File: src/rtl/hba_master_arbiter.sv
// N-master round-robin front end for the HBA bus: registered one-hot grant,
// hold-time preemption, and grant-gated AND-OR forwarding of master signals.
module hba_master_arbiter #(
    parameter int NUM_MASTERS = 4,
    parameter int DBUS_WIDTH  = 8,
    parameter int ADDR_WIDTH  = 12,
    parameter int MAX_HOLD    = 64
) (
    input  logic                              hba_clk,
    input  logic                              hba_reset,
    input  logic [NUM_MASTERS-1:0]            hba_mreq,
    output logic [NUM_MASTERS-1:0]            hba_mgrant,
    output logic [$clog2(NUM_MASTERS)-1:0]    hba_grant_id,
    output logic                              hba_arb_timeout,
    input  logic [NUM_MASTERS-1:0]            hba_rnw_master,
    input  logic [NUM_MASTERS-1:0]            hba_select_master,
    input  logic [NUM_MASTERS*DBUS_WIDTH-1:0] hba_dbus_master,
    input  logic [NUM_MASTERS*ADDR_WIDTH-1:0] hba_abus_master,
    input  logic [DBUS_WIDTH-1:0]             hba_dbus_slave,
    output logic                              hba_rnw,
    output logic                              hba_select,
    output logic [DBUS_WIDTH-1:0]             hba_dbus,
    output logic [ADDR_WIDTH-1:0]             hba_abus
);

    localparam int ID_W  = $clog2(NUM_MASTERS);
    // A zero MAX_HOLD still gets a 1-bit counter that simply never advances.
    localparam int CNT_W = (MAX_HOLD > 0) ? $clog2(MAX_HOLD + 1) : 1;
    localparam logic [CNT_W-1:0] HOLD_LIM = CNT_W'(MAX_HOLD);
    localparam logic [ID_W-1:0]  PTR_RST  = ID_W'(NUM_MASTERS - 1);

    typedef enum logic {
        IDLE  = 1'b0,
        GRANT = 1'b1
    } state_t;

    state_t                   state_q, state_d;
    logic [NUM_MASTERS-1:0]   grant_q, grant_d;
    logic [ID_W-1:0]          id_q, id_d;
    logic [ID_W-1:0]          ptr_q, ptr_d;
    logic [CNT_W-1:0]         cnt_q, cnt_d;
    logic                     timeout_q, timeout_d;

    logic                     winner_found;
    logic [ID_W-1:0]          winner_id;
    logic [ID_W-1:0]          cand;
    logic                     owner_req;
    logic                     others_req;
    logic                     hold_expired;

    // Search starts one past the last owner and wraps, so the last owner is lowest priority.
    always_comb begin
        winner_found = 1'b0;
        winner_id    = '0;
        cand         = '0;
        for (int unsigned off = 1; off <= NUM_MASTERS; off++) begin
            cand = ID_W'((32'(ptr_q) + off) % NUM_MASTERS);
            if (!winner_found && hba_mreq[cand]) begin
                winner_found = 1'b1;
                winner_id    = cand;
            end
        end
    end

    assign owner_req    = hba_mreq[id_q];
    assign others_req   = |(hba_mreq & ~grant_q);
    assign hold_expired = (MAX_HOLD != 0) && (cnt_q == HOLD_LIM);

    always_comb begin
        state_d   = state_q;
        grant_d   = grant_q;
        id_d      = id_q;
        ptr_d     = ptr_q;
        cnt_d     = cnt_q;
        timeout_d = 1'b0;
        case (state_q)
            IDLE: begin
                if (winner_found) begin
                    grant_d = NUM_MASTERS'(1) << winner_id;
                    id_d    = winner_id;
                    ptr_d   = winner_id;
                    cnt_d   = '0;
                    state_d = GRANT;
                end
            end
            GRANT: begin
                // A voluntary release takes precedence over preemption, suppressing the pulse.
                if (!owner_req) begin
                    grant_d = '0;
                    state_d = IDLE;
                end else if (hold_expired && others_req && !hba_select) begin
                    grant_d   = '0;
                    timeout_d = 1'b1;
                    state_d   = IDLE;
                end else if (cnt_q != HOLD_LIM) begin
                    cnt_d = cnt_q + 1'b1;
                end
            end
            default: begin
                grant_d = '0;
                state_d = IDLE;
            end
        endcase
    end

    always_ff @(posedge hba_clk or negedge hba_reset) begin
        if (!hba_reset) begin
            state_q   <= IDLE;
            grant_q   <= '0;
            id_q      <= '0;
            ptr_q     <= PTR_RST;
            cnt_q     <= '0;
            timeout_q <= 1'b0;
        end else begin
            state_q   <= state_d;
            grant_q   <= grant_d;
            id_q      <= id_d;
            ptr_q     <= ptr_d;
            cnt_q     <= cnt_d;
            timeout_q <= timeout_d;
        end
    end

    assign hba_mgrant      = grant_q;
    assign hba_grant_id    = id_q;
    assign hba_arb_timeout = timeout_q;

    // Each master is gated by its own grant bit, so non-owners contribute zeros.
    always_comb begin
        hba_rnw    = 1'b0;
        hba_select = 1'b0;
        hba_abus   = '0;
        hba_dbus   = hba_dbus_slave;
        for (int unsigned i = 0; i < NUM_MASTERS; i++) begin
            hba_rnw    = hba_rnw    | (hba_rnw_master[i]    & grant_q[i]);
            hba_select = hba_select | (hba_select_master[i] & grant_q[i]);
            hba_abus   = hba_abus   | (hba_abus_master[i*ADDR_WIDTH +: ADDR_WIDTH] & {ADDR_WIDTH{grant_q[i]}});
            hba_dbus   = hba_dbus   | (hba_dbus_master[i*DBUS_WIDTH +: DBUS_WIDTH] & {DBUS_WIDTH{grant_q[i]}});
        end
    end

endmodule

File: config.mk
export PLATFORM = sky130hd
export DESIGN_NAME = hba_master_arbiter
export DESIGN_NICKNAME = d
export VERILOG_FILES = /design/src/rtl/hba_master_arbiter.sv
export SDC_FILE = /design/constraint.sdc
export NUM_CORES = 1
export LEC_CHECK = 0
export CORE_MARGIN = 2
export CORE_UTILIZATION = 33
export DETAILED_ROUTE_END_ITERATION = 12
export GPL_ROUTABILITY_DRIVEN = 0
export PLACE_DENSITY = 0.94
export SLEW_MARGIN = 20
export SYNTH_ARGS = -nofsm -noshare
export SYNTH_HDL_FRONTEND = slang
export SYNTH_SLANG_ARGS = --single-unit
File: constraint.sdc
create_clock -name hba_clk -period 3.48 [get_ports hba_clk]
set_input_delay 0.522 -clock hba_clk [delete_from_list [all_inputs] [get_ports hba_clk]]
set_output_delay 0.522 -clock hba_clk [all_outputs]
set_load 0.02 [all_outputs]
Yosys cells after proc, flatten, opt, wreduce, memory -nomap -nowiden
Index checks and enable logic that the tools add are counted.
{"block": "totals", "ff_bits": 17, "out_inout_bits": 29, "in_bits": 102, "wordCells": 103}
{"block": "op_classes", "bitwise": 32, "magnitude_cmp": 5, "n_reduce_logical": 13, "muxes": 34, "n_eq_ne": 7, "add_sub_neg": 5, "shifts": 1}
{"operator": "AND 12 bit", "n": 4}
{"operator": "OR 12 bit", "n": 3}
{"operator": "AND 8 bit", "n": 4}
{"operator": "OR 8 bit", "n": 4}
{"operator": "two-way mux 7 bit", "n": 4}
{"operator": "less-than comparator 2 x 3 -> 1 bit, second input constant", "n": 5}
{"operator": "two-way mux 1 bit", "n": 15}
{"operator": "one-hot mux 7 bit (2 select lines)", "n": 1}
{"operator": "two-way mux 4 bit", "n": 3}
{"operator": "binary-select mux 1 bit (select 2 bit)", "n": 5}
{"operator": "AND 1 bit", "n": 8}
{"operator": "two-way mux 2 bit", "n": 4}
{"operator": "one-hot mux 4 bit (2 select lines)", "n": 1}
{"operator": "adder 7 x 1 -> 7 bit, second input constant", "n": 1}
{"operator": "equality test 7 bit, second input constant", "n": 1}
{"operator": "inequality test 7 bit, second input constant", "n": 1}
{"operator": "OR 1 bit", "n": 6}
{"operator": "logical AND 1 bit", "n": 5}
{"operator": "adder 2 x 1 -> 2 bit, second input constant", "n": 2}
{"operator": "adder 2 bit, second input constant", "n": 2}
{"operator": "AND 4 bit", "n": 1}
{"operator": "zero test 1 bit", "n": 4}
{"operator": "inequality test 2 x 1 -> 1 bit, second input constant", "n": 2}
{"operator": "inequality test 2 bit, second input constant", "n": 2}
{"operator": "8 further kinds", "n": 9}

Depth between registers and ports, before layout
Gate-level depths: netlist of run 1.
{"block": "logic_depth", "ltp_word": 16, "depth_mapped": 6, "depth_no_buf": 6}

Worst setup path after synthesis of run 1
OpenSTA, ideal clock, no wires.
{"block": "synth_timing", "path_kind": "input port to flip-flop", "from": "input port hba_select_master[2]", "to": "register grant_q[0] (netlist: hba_mgrant[0])", "setup_ns": 0.122, "t_required_ns": 3.358, "arrival_ns": 1.766, "path_buffers": 1, "cell_stages": 5, "path_slack_ns": 1.592, "cell_sequence": "a22oi_1 -> nand2_1 -> or4_1 -> buf_2 -> a32o_1"}
{"block": "synth_between", "elab_chain_cells": 7}
{"element": "start, declared", "line_no": "16", "source": "input logic [NUM_MASTERS-1:0] hba_select_master,"}
{"element": "AND 1 bit", "line_no": "136", "source": "hba_select = hba_select | (hba_select_master[i] & grant_q[i]);"}
{"element": "OR 1 bit (2 in series)", "line_no": "136"}
{"element": "via hba_select", "line_no": "21", "source": "output logic hba_select,"}
{"element": "zero test 1 bit", "line_no": "91", "source": "end else if (hold_expired && others_req && !hba_select) begin"}
{"element": "logical AND 1 bit", "line_no": "91"}
{"element": "inequality test 3 x 2 -> 1 bit (no line)"}
{"element": "AND reduction 2 bit (no line)"}
{"element": "end signal, assigned", "line_no": "116", "source": "grant_q <= grant_d;"}
{"element": "end, declared", "line_no": "38", "source": "logic [NUM_MASTERS-1:0] grant_q, grant_d;"}
The timed path passes the listed nets, and every way through them passes these cells.
A chain may end at the register's enable or synchronous reset.

Worst setup path in the final report of run 1
{"block": "layout_timing", "from": "register grant_q[2] (netlist: hba_mgrant[2])", "to": "output port hba_select"}
{"block": "layout_between", "elab_chain_cells": 3}
{"element": "AND 1 bit", "line_no": "136"}
{"element": "OR 1 bit (2 in series)", "line_no": "136"}
{"element": "end, declared", "line_no": "21"}
Every way passes these cells.

==> impl_metrics.env, run 1 <==
export IMPL_cts_made_buffers=3
export IMPL_power_frac_seq_pct=26.1
export IMPL_drv_slew=0
export IMPL_gr_total_overflow=0
export IMPL_tightest_slew_ns=0.904
export IMPL_final_nets=390
export IMPL_p_sw_uw=895
export IMPL_dp_hpwl_mm=4.23
export IMPL_dieArea_sq_um=4660
export IMPL_arrival_ns=2.12
export IMPL_path_cells="a22oi_1 -> nand2_1 -> clkdlybuf4s50_1"
export IMPL_clock_sinks=17
export IMPL_synth_yosys_warnings=0
export IMPL_whs_ns=0.550
export IMPL_grt_pass1_wl_mm=7.82
export IMPL_internal_power_uw=1050
export IMPL_ir_drop_uv=387
export IMPL_n_antenna_cell=0
export IMPL_fin_worst_skew_ns=0.00192
export IMPL_fillers=340
export IMPL_ant_nets=0
export IMPL_path_buf_inv=1
export IMPL_path_delay_family="flip-flops"
export IMPL_setup_viol=0
export IMPL_vias=1837
export IMPL_switching_share_pct=46.0
export IMPL_drt_pass1_iterations=4
export IMPL_initial_core_util_pct=34.1
export IMPL_finalWirelength_mm=5.54
export IMPL_cts_tree="done"
export IMPL_min_period_ns=2.65
export IMPL_synthCells=161
export IMPL_async_flop_share_pct=100
export IMPL_outcome="finished, final reports clean"
export IMPL_slowest_delay_ns=0.90
export IMPL_vias_per_cell=5.48
export IMPL_cp_required_ns=2.96
export IMPL_syn_nets=265
export IMPL_p_comb_share_pct=66.6
export IMPL_synth_main_ff_cell="dfrtp_1"
export IMPL_clk_insertion_delay_late_ns=0.25
export IMPL_wl_per_cell_um=16.5
export IMPL_grt_setup_unrepaired="no"
export IMPL_htree_levels=1
export IMPL_layout_commonest_cell="clkdlybuf4s50_1"
export IMPL_cp_slowest_cell="dfrtp_1"
export IMPL_synth_edf_count=0
export IMPL_dr_wl_met3_um=507
export IMPL_ys_types=38
export IMPL_core_area_sq_um=4000
export IMPL_fp_row_count=23
export IMPL_dpl_cell_count=331
export IMPL_min_path_type="reg2reg"
export IMPL_hold_viol_final=0
export IMPL_seq_area_frac_synth_pct=31.4
export IMPL_synth_cell_area_sq_um=1360
export IMPL_cp_end_kind="output pin"
export IMPL_grt_max_degree=26
export IMPL_post_cts_buffers=0
export IMPL_wl_met2_mm=2.93
export IMPL_cts_hold_buffers=0
export IMPL_die_w_um=68.3
export IMPL_clkPwrFrac_pct=7.4
export IMPL_drive_above_1_share_pct=4.21
export IMPL_cts_root_buf="clkbuf_8"
export IMPL_chipHeight_um=68.3
export IMPL_fmax_mhz=378
export IMPL_cap_violations=0
export IMPL_finalPower_uw=1940
export IMPL_met1_length_mm=2.05
export IMPL_drt_iter0_markers=97
export IMPL_grt_pass1_vias=1704
export IMPL_fin_cells=335
export IMPL_gr_usage_all_layers_pct=22.1
export IMPL_path_max_fanout=25
export IMPL_io_buffers=130
export IMPL_tns_ns=0
export IMPL_power_leakage_uw=0.00110
export IMPL_min_period_over_period_pct=76.0
export IMPL_critPathLaunchType="register"
export IMPL_drc_errors=0
export IMPL_syn2layout_area_growth_pct=100
export IMPL_cts_resized=0
export IMPL_final_cell_mix="clkdlybuf4s50_1 (130), a22oi_1 (28), nand2_1 (24)"
export IMPL_grt_antenna_before_repair=0
export IMPL_io_pins=131
export IMPL_powerDensity_nw_per_um2=711
export IMPL_clkSlewWorstSetupHoldPaths_ns=0.06
export IMPL_slew_headroom_pct=39.7
export IMPL_path_class="reg2out"
export IMPL_ys_ff_latch=17
export IMPL_cts_max_path_buffers=2
export IMPL_highest_layer="met4"
export IMPL_syn_avg_cell_area_sq_um=8.47
-- cell usage after synthesis, types with 2 or more instances --
cell / number / area, sq um
nor3_1: 2 / 10.0
ha_1: 2 / 25.0
dfstp_2: 2 / 52.6
a21o_1: 2 / 15.0
nor2_1: 8 / 30.0
mux2i_1: 2 / 20.0
o21ai_0: 3 / 15.0
or4_1: 2 / 15.0
dfrtp_1: 15 / 375
and4_1: 2 / 17.5
xor2_1: 4 / 35.0
a21oi_1: 10 / 50.1
inv_1: 5 / 18.8
mux2_2: 2 / 22.5
a32o_1: 4 / 40.0
nor2b_1: 4 / 25.0
a222oi_1: 8 / 80.1
nand4_1: 2 / 12.5
nand3_1: 2 / 10.0
a22oi_1: 28 / 210
nand2_1: 24 / 90.1
o211ai_1: 2 / 15.0
clkbuf_1: 9 / 33.8
nand2b_1: 3 / 18.8
-- registers in the layout, summed over array words and instances, names as in the netlist --
name	flops
ptr_q	2
hba_mgrant	4
state_q	1
hba_arb_timeout	1
hba_grant_id	2
cnt_q	7
-- power by group through the flow --
| stage | combinational, uW | sequential, uW | clock [uW] |
|---|---|---|---|
| finish | 1290 | 507 | 143 |
| global route | 1390 | 528 | 153 |
| CTS | 1300 | 507 | 145 |
| detailed placement | 1300 | 511 | 0 |
| global placement | 1280 | 509 | 0 |
| floorplan | 774 | 382 | 0 |
-- routing by layer --
layer / track usage, % / vias to the layer above
li1: - / 887
met1: 25.1 / 863
met2: 41.6 / 79
met4: 6.50 / 0
met3: 3.95 / 8
met5: 0 / -
-- final cells by class --
| type | instances | area [sq um] | share of cell area (%) |
|---|---|---|---|
| Timing Repair Buffer | 130 | 1300 | 47.6 |
| Multi-Input combinational cell | 129 | 878 | 32.1 |
| Sequential cell | 17 | 428 | 15.7 |
| Tap cell | 50 | 62.6 | 2.29 |
| Clock buffer | 4 | 45.0 | 1.65 |
| Inverter | 5 | 18.8 | 0.686 |
-- through the flow --
stage	setup WS (ns)	cell area, sq um	util [%]
global placement	1.03	2690	67.2
finish	0.835	2730	68.3
detailed placement	1.05	2690	67.2
global route	0.651	2730	68.3
CTS	0.824	2730	68.3
floorplan	1.59	1360	-
-- logic make-up after synthesis --
logic type / count (synthesis) / share of synthesized area (%)
adders and majority gates: 2 / 1.83
xor gates and xnor gates: 4 / 2.57
buffers and inverters: 15 / 4.22
DFF: 17 / 31.4
muxes: 5 / 4.77
AOI/OAI and AO/OA: 65 / 36.0
and+or+nand+nor: 53 / 19.3
-- path summary, 6_finish.rpt --
path,cells past startpoint,slack [ns],end,from
min in group asynchronous,1,0.71,cnt_q[0]$_DFFE_PN0P_,hba_reset
min reg2reg,1,0.55,cnt_q[0]$_DFFE_PN0P_,cnt_q[0]$_DFFE_PN0P_
min,1,0.55,cnt_q[0]$_DFFE_PN0P_,cnt_q[0]$_DFFE_PN0P_
max in group asynchronous,1,2.30,hba_mgrant[1]$_DFFE_PN0P_,hba_reset
max,3,0.83,hba_select,hba_mgrant[2]$_DFFE_PN0P_
max reg2reg,4,1.27,hba_mgrant[2]$_DFFE_PN0P_,hba_mgrant[3]$_DFFE_PN0P_
Power figures use the tool's default switching activity.
==> inputs of run 2 (changes only) <==
--- a/config.mk
+++ b/config.mk
@@ -6,10 +6,10 @@
 export NUM_CORES = 1
 export LEC_CHECK = 0
 export CORE_MARGIN = 2
-export CORE_UTILIZATION = 33
+export CORE_UTILIZATION = 30
 export DETAILED_ROUTE_END_ITERATION = 12
 export GPL_ROUTABILITY_DRIVEN = 0
-export PLACE_DENSITY = 0.94
+export PLACE_DENSITY = 0.87
 export SLEW_MARGIN = 20
 export SYNTH_ARGS = -nofsm -noshare
 export SYNTH_HDL_FRONTEND = slang
==> constraint.sdc (replaced) <==
create_clock -name hba_clk -period 2.55 [get_ports hba_clk]
set_input_delay 0.3825 -clock hba_clk [delete_from_list [all_inputs] [get_ports hba_clk]]
set_output_delay 0.3825 -clock hba_clk [all_outputs]
set_load 0.02 [all_outputs]
==> run 2 against run 1 <==
Net effect:
- global-route usage up 0.60 points
- non-clock buffer count up 1
- sequential cell count did not move
- power increased by 39%
- final area increased by 0.55%
- critical endpoint is now hba_dbus[5]
- setup slack got worse by 0.60 ns
- clock-buffer cell count unchanged
- die area grew 9.4%
- via count increased by 1.3%
- utilization shrank 5.2 points
- sequential share of layout area up 0.097 points
- clock power rose by 40%
- highest routed layer unchanged
==> impl_metrics.env, run 2 (same netlist as run 1, synthesis figures left out) <==
export IMPL_cp_end_kind="output pin"
export IMPL_internal_power_uw=1450
export IMPL_cp_required_ns=2.17
export IMPL_min_path_type="reg2reg"
export IMPL_dieArea_sq_um=5100
export IMPL_final_nets=391
export IMPL_cap_violations=0
export IMPL_clkSlewWorstSetupHoldPaths_ns=0.06
export IMPL_min_from="hba_grant_id[0]$_DFFE_PN0P_"
export IMPL_power_frac_seq_pct=25.9
export IMPL_grt_pass1_vias=1807
export IMPL_clock_sinks=17
export IMPL_gr_total_overflow=0
export IMPL_finalWirelength_mm=6.05
export IMPL_gr_usage_all_layers_pct=22.7
export IMPL_grt_max_degree=26
export IMPL_drive_above_1_share_pct=5.94
export IMPL_tightest_slew_ns=0.722
export IMPL_whs_ns=0.549
export IMPL_dpl_cell_area_sq_um=2700
export IMPL_setup_viol=0
export IMPL_p_comb_share_pct=66.7
export IMPL_cts_root_buf="clkbuf_8"
export IMPL_fin_worst_skew_ns=0.00176
export IMPL_min_period_over_period_pct=90.6
export IMPL_final_util_pct=63.1
export IMPL_min_period_ns=2.31
export IMPL_tns_ns=0
export IMPL_io_buffers=130
export IMPL_hold_depth=1
export IMPL_core_area_sq_um=4350
export IMPL_finalPower_uw=2700
export IMPL_regMostFlops="cnt_q"
export IMPL_drv_slew=0
export IMPL_switching_share_pct=46.5
export IMPL_wl_per_cell_um=17.9
export IMPL_layout_commonest_cell="clkdlybuf4s50_1"
export IMPL_grt_setup_unrepaired="no"
export IMPL_die_w_um=71.4
export IMPL_r2r_end="hba_mgrant[0]$_DFFE_PN0P_"
export IMPL_largest_reg_flops=7
export IMPL_cts_max_path_buffers=2
export IMPL_ir_drop_uv=492
export IMPL_clkPwrFrac_pct=7.4
export IMPL_drc_errors=0
export IMPL_clk_insertion_delay_late_ns=0.25
export IMPL_final_area_sq_um=2750
export IMPL_grt_antenna_before_repair=0
export IMPL_vias_per_cell=5.50
export IMPL_cts_tree="done"
export IMPL_rrSetupSlack_ns=0.49
export IMPL_fmax_mhz=433
export IMPL_slew_headroom_pct=51.7
export IMPL_cts_hold_buffers=0
export IMPL_path_max_fanout=25
export IMPL_path_class="reg2out"
export IMPL_p_sw_uw=1260
export IMPL_arrival_ns=1.93
export IMPL_grt_pass1_wl_mm=9.35
export IMPL_powerDensity_nw_per_um2=983
export IMPL_syn2layout_area_growth_pct=102
export IMPL_critPathLaunchType="register"
export IMPL_outcome="finished, final reports clean"
export IMPL_vias=1860
export IMPL_drt_iter0_markers=155
export IMPL_whs_endpoint="hba_grant_id[0]$_DFFE_PN0P_"
export IMPL_timing_rr_start="hba_mgrant[0]$_DFFE_PN0P_"
export IMPL_htree_levels=1
export IMPL_io_pins=131
export IMPL_power_leakage_uw=0.00110
export IMPL_dp_hpwl_mm=4.76
export IMPL_chipHeight_um=71.4
export IMPL_fp_row_count=24
export IMPL_cts_made_buffers=3
export IMPL_initial_core_util_pct=31.3
export IMPL_r2r_cells=5
export IMPL_n_antenna_cell=0
export IMPL_hold_viol_final=0
export IMPL_final_cell_mix="clkdlybuf4s50_1 (130), a22oi_1 (28), nand2_1 (24)"
export IMPL_drt_pass1_iterations=5
export IMPL_ant_nets=0
[run 2: changes by cell type in the layout (fill, tap and decap cells not counted), sizes merged]
cell	before	now
buf	0	1
[run 2: layout make-up]
| cell class | count | area [sq um] |
|---|---|---|
| clock buffer | 4 | 45.0 |
| tap | 52 | 65.1 |
| timing repair buffer | 131 | 1310 |
| sequential | 17 | 433 |
| fill | 378 | 1610 |
| multi-input combinational | 129 | 878 |
| inverter | 5 | 18.8 |
[run 2: per-stage QoR]
| stage | std cells | setup WS, ns |
|---|---|---|
| 3_3_place_gp | 334 | 0.316 |
| 6_report | 338 | 0.239 |
| 3_5_place_dp | 334 | 0.284 |
| 5_1_grt | 338 | 0.145 |
| 4_1_cts | 338 | 0.00823 |
| 2_1_floorplan | 161 | 0.672 |
[run 2: worst max-delay path by stage]
stage	from	endpoint	slack (ns)	cells after the start
2_1_floorplan	hba_mgrant[2]$_DFFE_PN0P_	hba_mgrant[0]$_DFFE_PN0P_	0.67	5
3_3_place_gp	hba_mgrant[2]$_DFFE_PN0P_	hba_select	0.32	3
3_5_place_dp	hba_mgrant[2]$_DFFE_PN0P_	hba_select	0.28	3
4_1_cts	hba_mgrant[2]$_DFFE_PN0P_	hba_select	0.008	3
5_1_grt	hba_mgrant[1]$_DFFE_PN0P_	hba_dbus[5]	0.14	3
6_report	hba_mgrant[2]$_DFFE_PN0P_	hba_dbus[5]	0.24	3
[run 2: timing repair]
action | 4_1_cts | 5_1_grt
buffers inserted | 0 | 0
gates resized for setup | 0 | 4
endpoints found under the setup margin | 0 | 22
[run 2: layer usage]
metal	part of all wire, %	global-route usage, %	vias to the layer above
li1	-	-	884
met1	40	29.1	863
met2	49	38.4	101
met3	9.2	5.06	12
met4	2.1	6.50	0
met5	0	0	-
[run 2: power by group through the flow]
stage               clock (uW)  combinational (uW)  sequential [uW]
finish                     200                1800              699
global route               219                1930              731
CTS                        202                1810              681
global placement             0                1780              685
detailed placement           0                1810              685
floorplan                    0                1060              521
[run 2: critical path, cell delays in order, from the launching register on]
cell and delay [ns]:
dfrtp_2 0.59, a222oi_1 0.42, nand2_1 0.11, clkdlybuf4s50_1 0.55
==> inputs of run 3 (changes only) <==
--- a/config.mk
+++ b/config.mk
@@ -5,7 +5,6 @@
 export SDC_FILE = /design/constraint.sdc
 export NUM_CORES = 1
 export LEC_CHECK = 0
-export CORE_MARGIN = 2
 export CORE_UTILIZATION = 30
 export DETAILED_ROUTE_END_ITERATION = 12
 export GPL_ROUTABILITY_DRIVEN = 0
==> run 3 against run 2 <==
Net effect:
- fmax shrank 2.7%
- utilization grew 1.1 points
- sequential cell count is the same
- worst hold slack gained 0.013 ns
- largest power group unchanged
==> impl_metrics.env, run 3 (same netlist as run 1, synthesis figures left out) <==
export IMPL_hold_viol_final=0
export IMPL_post_cts_buffers=0
export IMPL_final_area_sq_um=2800
export IMPL_p_sw_uw=1270
export IMPL_power_leakage_uw=0.00114
export IMPL_p_comb_share_pct=73.1
export IMPL_path_max_fanout=17
export IMPL_cap_violations=0
export IMPL_vias=1866
export IMPL_ant_nets=0
export IMPL_ir_drop_uv=659
export IMPL_drt_iter0_markers=99
export IMPL_multiInputGateArea_sq_um=878
export IMPL_powerDensity_nw_per_um2=993
export IMPL_cp_required_ns=2.17
export IMPL_die_w_um=69.4
export IMPL_final_nets=398
export IMPL_switching_share_pct=45.6
export IMPL_cts_tree="done"
export IMPL_fin_worst_skew_ns=0.00354
export IMPL_core_area_sq_um=4350
export IMPL_layout_commonest_cell="clkdlybuf4s50_1"
export IMPL_finalWirelength_mm=5.89
export IMPL_final_cell_mix="clkdlybuf4s50_1 (130), a22oi_1 (28), nand2_1 (24)"
export IMPL_min_path_type="reg2reg"
export IMPL_rrSetupSlack_ns=0.54
export IMPL_min_period_ns=2.38
export IMPL_slew_headroom_pct=49.5
export IMPL_grt_pass1_wl_mm=9.52
export IMPL_tns_ns=0
export IMPL_io_buffers=130
export IMPL_gr_total_overflow=0
export IMPL_clock_sinks=17
export IMPL_n_antenna_cell=0
export IMPL_drc_errors=0
export IMPL_cts_resized=0
export IMPL_cp_slowest_cell="clkdlybuf4s50_1"
export IMPL_cts_made_buffers=3
export IMPL_arrival_ns=1.99
export IMPL_initial_core_util_pct=31.3
export IMPL_dpl_cell_area_sq_um=2750
export IMPL_syn2layout_area_growth_pct=105
export IMPL_grt_setup_unrepaired="no"
export IMPL_power_frac_seq_pct=19.7
export IMPL_io_pins=131
export IMPL_min_period_over_period_pct=93.2
export IMPL_vias_per_cell=5.41
export IMPL_critPathLaunchType="register"
export IMPL_drt_pass1_iterations=5
export IMPL_regMostFlops="cnt_q"
export IMPL_cts_root_buf="clkbuf_8"
export IMPL_fillers=370
export IMPL_internal_power_uw=1510
export IMPL_clkPwrFrac_pct=7.1
export IMPL_outcome="finished, final reports clean"
export IMPL_drv_slew=0
export IMPL_grt_pass1_vias=1893
export IMPL_cts_max_path_buffers=2
export IMPL_dp_slack_ns=0.320
export IMPL_fp_row_count=24
export IMPL_clkSlewWorstSetupHoldPaths_ns=0.07
export IMPL_wl_per_cell_um=17.1
export IMPL_dieArea_sq_um=4820
export IMPL_largest_reg_flops=7
export IMPL_path_buf_inv=2
export IMPL_clk_insertion_delay_late_ns=0.25
export IMPL_setup_ws_ns=0.174
export IMPL_slowest_delay_ns=0.55
export IMPL_drive_above_1_share_pct=6.83
export IMPL_grt_max_degree=18
export IMPL_grt_antenna_before_repair=0
export IMPL_path_class="reg2out"
export IMPL_path_delay_family="buffers and inverters"
export IMPL_path_cells="buf_4 -> a222oi_1 -> nand2_1 -> clkdlybuf4s50_1"
export IMPL_cts_hold_buffers=0
export IMPL_fmax_mhz=421
export IMPL_setup_viol=0
export IMPL_cp_end_kind="output pin"
export IMPL_htree_levels=1
export IMPL_regArea_sq_um=428
export IMPL_dp_hpwl_mm=4.75
export IMPL_gr_usage_all_layers_pct=24.5
export IMPL_tightest_slew_ns=0.754
export IMPL_chipHeight_um=69.4
## run 3: cell types whose count changed in the layout (fill, tap and decap cells not counted), sizes merged
cell,previous run,this run
buf,1,8
## run 3: stage by stage
| step | total power (uW) | hold WS (ns) | utilization (%) | cells |
|---|---|---|---|---|
| after floorplan | 1580 | 0.0869 | - | 161 |
| after global placement | 2540 | 0.532 | 63.2 | 341 |
| after detailed placement | 2580 | 0.550 | 63.2 | 341 |
| after CTS | 2790 | 0.564 | 64.2 | 345 |
| after global routing | 2970 | 0.590 | 64.2 | 345 |
| final | 2780 | 0.562 | 64.2 | 345 |
## run 3: final cells by class
type | count | area share (%)
Tap cell | 52 | 2.33
Multi-Input combinational cell | 129 | 31.4
Clock buffer | 4 | 1.61
Sequential cell | 17 | 15.3
Timing Repair Buffer | 138 | 48.7
Inverter | 5 | 0.671
## run 3: routing by layer
metal | GRT usage, % | part of all wire, % | vias up
met4 | 6.58 | 1.2 | 0
met3 | 4.07 | 7.4 | 6
li1 | - | - | 899
met1 | 30.9 | 40 | 878
met5 | 0 | 0 | -
met2 | 42.9 | 51 | 83
## run 3: worst paths after layout
| path | start | endpoint | cells past startpoint |
|---|---|---|---|
| worst max-delay path | hba_mgrant[2]$_DFFE_PN0P_ | hba_dbus[5] | 4 |
| worst min-delay path | cnt_q[6]$_DFFE_PN0P_ | cnt_q[6]$_DFFE_PN0P_ | 2 |
| worst max register to register | hba_mgrant[1]$_DFFE_PN0P_ | hba_mgrant[1]$_DFFE_PN0P_ | 5 |
| worst min register to register | cnt_q[6]$_DFFE_PN0P_ | cnt_q[6]$_DFFE_PN0P_ | 2 |
| max in group asynchronous | hba_reset | cnt_q[5]$_DFFE_PN0P_ | 1 |
| min in group asynchronous | hba_reset | hba_arb_timeout$_DFF_PN0_ | 1 |
## run 3: worst register-to-register path, cell delays in order (launching register included)
cell and delay (ns):
dfrtp_1 0.50, buf_4 0.21, a22oi_1 0.15, nand2_1 0.11, or4_1 0.64, a32o_1 0.29
## run 3: power groups by stage
| stage | clock (uW) | combinational (uW) | sequential (uW) |
|---|---|---|---|
| detailed placement | 0 | 2030 | 553 |
| global route | 216 | 2180 | 573 |
| floorplan | 0 | 1060 | 521 |
| finish | 198 | 2030 | 548 |
| global placement | 0 | 1990 | 550 |
| CTS | 200 | 2040 | 551 |
